[src/rtl/generic_rw_arbiter.sv]
// generic_rw_arbiter: round-robin arbiter that places NUM_PORTS read/write
// requesters onto a single downstream memory bus, one transaction at a time.
// The completion pulse (and any read data) is routed back to the granted port.
// Optional feature macro: ARB_TIMEOUT_EN. When it is defined, a BUSY phase that
// lasts TIMEOUT cycles without mem_response is forced to an error completion.
module generic_rw_arbiter #(
  parameter int NUM_PORTS = 2,
  parameter int WIDTH     = 32,
  parameter int DEPTH     = 65536,
  parameter int TIMEOUT   = 16,
  localparam int ADDR_W   = $clog2(DEPTH),
  localparam int IDX_W    = $clog2(WIDTH),
  localparam int PID_W    = (NUM_PORTS > 1) ? $clog2(NUM_PORTS) : 1
) (
  input  logic                        clock,
  input  logic                        reset_n,
  input  logic [NUM_PORTS*ADDR_W-1:0] req_address,
  input  logic [NUM_PORTS-1:0]        req_read,
  input  logic [NUM_PORTS-1:0]        req_write,
  input  logic [NUM_PORTS*WIDTH-1:0]  req_wdata,
  input  logic [NUM_PORTS*IDX_W-1:0]  req_index,
  output logic [WIDTH-1:0]            req_rdata,
  output logic [NUM_PORTS-1:0]        req_response,
  output logic [NUM_PORTS-1:0]        req_error,
  output logic [ADDR_W-1:0]           mem_address,
  output logic                        mem_enable,
  output logic                        mem_valid,
  output logic [WIDTH-1:0]            mem_wdata,
  output logic [IDX_W-1:0]            mem_index,
  input  logic [WIDTH-1:0]            mem_rdata,
  input  logic                        mem_response
);

  if (NUM_PORTS < 1 || TIMEOUT < 1) begin : g_param_check
    $error("generic_rw_arbiter: NUM_PORTS and TIMEOUT must both be >= 1");
  end

  typedef enum logic [1:0] {IDLE, BUSY, RESP} state_t;

  state_t               state, state_n;
  logic [PID_W-1:0]     rr;
  logic [PID_W-1:0]     grant;
  logic [PID_W-1:0]     sel;
  logic [PID_W-1:0]     scan;
  logic                 found;
  logic                 op_wr;
  logic [NUM_PORTS-1:0] cand;
  logic                 done;
  logic                 tmo;

  assign cand = req_read | req_write;
  assign done = (state == BUSY) && mem_response;

  // Round-robin search: scan from the highest offset down so the port closest to rr wins last.
  always_comb begin
    found = 1'b0;
    sel   = '0;
    scan  = '0;
    for (int i = NUM_PORTS - 1; i >= 0; i--) begin
      scan = PID_W'((int'(rr) + i) % NUM_PORTS);
      if (cand[scan]) begin
        found = 1'b1;
        sel   = scan;
      end
    end
  end

`ifdef ARB_TIMEOUT_EN
  localparam int CNT_W = $clog2(TIMEOUT + 1);
  logic [CNT_W-1:0] cnt;

  // BUSY cycle counter; zero on BUSY entry, so cnt==TIMEOUT-1 marks the last allowed cycle.
  always_ff @(posedge clock or negedge reset_n) begin
    if (!reset_n)               cnt <= '0;
    else if (state != BUSY)     cnt <= '0;
    else if (!mem_response)     cnt <= cnt + 1'b1;
  end

  // A response arriving in the expiry cycle takes priority over the timeout.
  assign tmo = (state == BUSY) && !mem_response && (cnt == CNT_W'(TIMEOUT - 1));

  // Error flag accompanies the response pulse only when the transaction timed out.
  always_ff @(posedge clock or negedge reset_n) begin
    if (!reset_n)                       req_error <= '0;
    else if (state == BUSY && tmo)      req_error <= NUM_PORTS'(1) << grant;
    else if (state == RESP)             req_error <= '0;
  end
`else
  assign tmo       = 1'b0;
  assign req_error = '0;
`endif

  // FSM state register.
  always_ff @(posedge clock or negedge reset_n) begin
    if (!reset_n) state <= IDLE;
    else          state <= state_n;
  end

  // FSM next-state: IDLE -> BUSY on a grant, BUSY -> RESP on completion/timeout, RESP lasts one cycle.
  always_comb begin
    state_n = state;
    case (state)
      IDLE:    if (found) state_n = BUSY;
      BUSY:    if (done || tmo) state_n = RESP;
      RESP:    state_n = IDLE;
      default: state_n = IDLE;
    endcase
  end

  // Registered bus outputs, grant bookkeeping and the round-robin pointer.
  always_ff @(posedge clock or negedge reset_n) begin
    if (!reset_n) begin
      rr           <= '0;
      grant        <= '0;
      op_wr        <= 1'b0;
      mem_address  <= '0;
      mem_enable   <= 1'b0;
      mem_valid    <= 1'b0;
      mem_wdata    <= '0;
      mem_index    <= '0;
      req_rdata    <= '0;
      req_response <= '0;
    end else begin
      case (state)
        IDLE: begin
          if (found) begin
            grant       <= sel;
            op_wr       <= req_write[sel];
            mem_address <= req_address[int'(sel)*ADDR_W +: ADDR_W];
            mem_index   <= req_index[int'(sel)*IDX_W +: IDX_W];
            mem_wdata   <= req_write[sel] ? req_wdata[int'(sel)*WIDTH +: WIDTH] : '0;
            mem_enable  <= ~req_write[sel];
            mem_valid   <= req_write[sel];
          end
        end
        BUSY: begin
          if (done || tmo) begin
            mem_address  <= '0;
            mem_enable   <= 1'b0;
            mem_valid    <= 1'b0;
            mem_wdata    <= '0;
            mem_index    <= '0;
            req_rdata    <= (done && !op_wr) ? mem_rdata : '0;
            req_response <= NUM_PORTS'(1) << grant;
          end
        end
        RESP: begin
          req_response <= '0;
          req_rdata    <= '0;
          rr           <= (int'(grant) == NUM_PORTS - 1) ? '0 : grant + 1'b1;
        end
        default: ;
      endcase
    end
  end

endmodule

[config.mk]
export PLATFORM = sky130hd
export DESIGN_NAME = generic_rw_arbiter
export DESIGN_NICKNAME = d
export VERILOG_FILES = /design/src/rtl/generic_rw_arbiter.sv
export SDC_FILE = /design/constraint.sdc
export NUM_CORES = 1
export LEC_CHECK = 0
export ABC_CLOCK_PERIOD_IN_PS = 2050
export CORE_ASPECT_RATIO = 1.5
export CORE_MARGIN = 2
export CORE_UTILIZATION = 39
export CTS_CLUSTER_DIAMETER = 40
export CTS_CLUSTER_SIZE = 14
export DETAILED_ROUTE_END_ITERATION = 8
export GPL_TIMING_DRIVEN = 0
export PLACE_DENSITY = 0.93
export SYNTH_ARGS = -nofsm -noshare
export SYNTH_HDL_FRONTEND = slang
export SYNTH_SLANG_ARGS = --single-unit
[constraint.sdc]
create_clock -name clock -period 2.05 [get_ports clock]
set_input_delay 0.3075 -clock clock [delete_from_list [all_inputs] [get_ports clock]]
set_output_delay 0.3075 -clock clock [all_outputs]
set_load 0.1 [all_outputs]
==> reports/qor.csv <==
metric;value;unit
critical path's slowest cell;dlygate4sd2_1;
Peak Freq;528;MHz
maxcap violations;0;
Syn Std Cell Area;0.00419;mm²
post-synthesis mux area share;12.7;%
crit-path max FO;3;
remaining global-route overflow;0;
Hold Crit Class;reg2reg;
Avg Vias per Cell;4.95;
Synth Register Bits;94;
Crit path max-delay family;buffers and inverters;
simple-gate portion of the synthesized area;8.18;%
post-synthesis share of cell area spent on xor and xnor gates;0;%
Final Setup Violations;0;
Crit Path Category;reg2out;
Synth warnings;0;
# port buffers;233;
sequential area share after synthesis;56.1;%
WL per Instance;16.5;µm
initial core utilization;39.8;%
post-synthesis adder-cell area fraction;0;%
worst-margin pin slew;1.02;ns
critical path cell sequence;dlygate4sd2_1;
Setup crit start kind;register;
endpoints failing hold;0;
core area;0.0105;mm²
slew margin rel.;32.5;%
Site Rows;46;
worst endpoint required time;1.74;ns
TNS Setup;0;ns
unrepaired setup endpoints after global routing;false;
Syn Area/Cell;12.0;µm²
die width;88.7;µm
Slew Limit Fails;0;
routability-driven placement congestion ratio;0.763;
Sinks on Clock Net;94;
gr usage total;21.1;%
clock skew;0.0106;ns
Hold WS;0.470;ns
main combinational cell family by area after synthesis;compound AO/OA/AOI/OAI gates;
largest net degree at the start of global routing;56;
number of I/O pins;236;
drt pass-1 iters;4;
Bufs and invs on worst path;1;
# diodes;0;
fill count;816;
Num CTS Buffers;9;
share of cells above drive strength 1;13.3;%
CP peak stage delay;0.88;ns
Post-CTS Setup Inserts;0;
outcome;finished, final reports clean;
DRC;0;
via count;3691;
Final period util;92.3;%
initial antenna violation count;0;
die area;0.0116;mm²
Area growth, synth to finish;65.4;%
antenna viol nets, final;0;
H-Tree Depth;3;
post-synthesis compound-gate area fraction;17.9;%
HPWL Detailed;9.80;mm
initial detailed-routing violation count;126;
WL final;12.3;mm
Critical Path AT;1.59;ns
root buf cell;clkbuf_16;
Distinct cells, synth;26;
clk buf depth;2;
first-pass GRT wire length;19.0;mm
Cells after Synth;350;
NumNets Final;742;
number of global-route vias before repair;3897;
Chip Height;131;µm
crit path time final;1.89;ns
worst skew pair latency;0.33;ns
crit path capture type;output port;
CTS tree;done;
clk slew on worst S/H paths;0.06;ns
==> cells in the final DEF, fill, tap and decap left out, types with 2 or more instances in the layout <==
| cell type | n |
|---|---|
| buf_2 | 16 |
| dfrtp_1 | 94 |
| nand2b_1 | 2 |
| dlygate4sd2_1 | 89 |
| o21ai_2 | 29 |
| buf_6 | 9 |
| clkbuf_16 | 9 |
| inv_1 | 3 |
| clkinv_2 | 2 |
| buf_4 | 3 |
| o21ai_0 | 30 |
| nand2_1 | 43 |
| a22o_1 | 32 |
| clkdlybuf4s50_1 | 143 |
| conb_1 | 2 |
| mux2i_1 | 53 |
| nor2_1 | 2 |
| nand3_1 | 22 |
==> metrics by stage <==
stage                     util (%)  cells  setup slack, ns  cell area (µm²)
after floorplan                  -    351            0.549             4200
after global placement        63.7    728            -2.55             6710
after detailed placement      63.9    729          -0.0879             6730
after CTS                     65.8    746            0.143             6930
after global routing          65.8    746            0.101             6930
final                         65.8    746            0.157             6930
==> worst paths after layout <==
check                                        to  depth (start not counted)       startpoint  slack (ns)
worst max-delay path            req_response[1]                          1  req_response[1]        0.16
worst min register to register    mem_wdata[14]                          2    mem_wdata[14]        0.47
worst min-delay path              mem_wdata[14]                          2    mem_wdata[14]        0.47
max in group asynchronous          req_rdata[4]                          3          reset_n        0.90
worst max register to register     req_rdata[5]                          5         state[1]        0.35
min in group asynchronous         req_rdata[12]                          2          reset_n        0.49
==> sequential cells by signal, indices dropped and copies added, names as in the netlist <==
register      count
mem_index         5
mem_address      16
mem_wdata        32
mem_enable        1
mem_valid         1
grant             1
op_wr             1
state             2
req_response      2
rr                1
req_rdata        32
==> logic make-up after synthesis <==
family	after synthesis
and+or+nand+nor	74
DFF	94
AOI/OAI and AO/OA	97
buffers and inverters	31
muxes	53
other	1
==> metal layers <==
layer | part of all wire (%) | global-route usage (%)
met5 | 0 | 0
met4 | 1.7 | 6.60
met3 | 5.7 | 5.15
met2 | 55 | 39.0
met1 | 37 | 23.3
==> area by class of cell <==
class                           instances  area (µm²)  area share (%)
Sequential cell                        94        2350            33.9
Buffer                                 28         201            2.91
Clock inverter                          5        57.6           0.830
Tap cell                              144         180            2.60
Multi-Input combinational cell        226        1630            23.5
Clock buffer                           11         243            3.50
Timing Repair Buffer                  235        2260            32.5
Inverter                                3        11.3           0.162
==> synthesized netlist by cell type (all sizes together) <==
cell / number / area, µm²
a21boi: 1 / 18.8
a21oi: 1 / 5.00
a22o: 32 / 280
a311o: 1 / 20.0
a31oi: 1 / 6.26
a32o: 1 / 10.0
and2: 1 / 6.26
buf: 27 / 196
clkbuf: 1 / 5.00
conb: 1 / 3.75
dfrtp: 94 / 2350
inv: 3 / 11.3
mux2i: 53 / 531
nand2: 44 / 173
nand2b: 2 / 12.5
nand3: 22 / 110
nand3b: 1 / 11.3
nor2: 3 / 18.8
o21ai: 59 / 404
o22ai: 1 / 6.26
or4: 1 / 11.3
==> tightest hold or removal path: cells and delay by family, from the launching register on <==
family          cells  cell delay [ns]
flops               1             0.34
compound gates      1             0.04
simple gates        1             0.06
==> what timing repair did <==
action                                  in CTS  in global routing
hold endpoints to repair                    39                  0
endpoints found under the setup margin      89                  0
resized for setup                           89                  0
hold buffers                                 1                  0
Power is not shown: default switching activity piles up to over one toggle a cycle in this logic, so the estimate is an artifact.
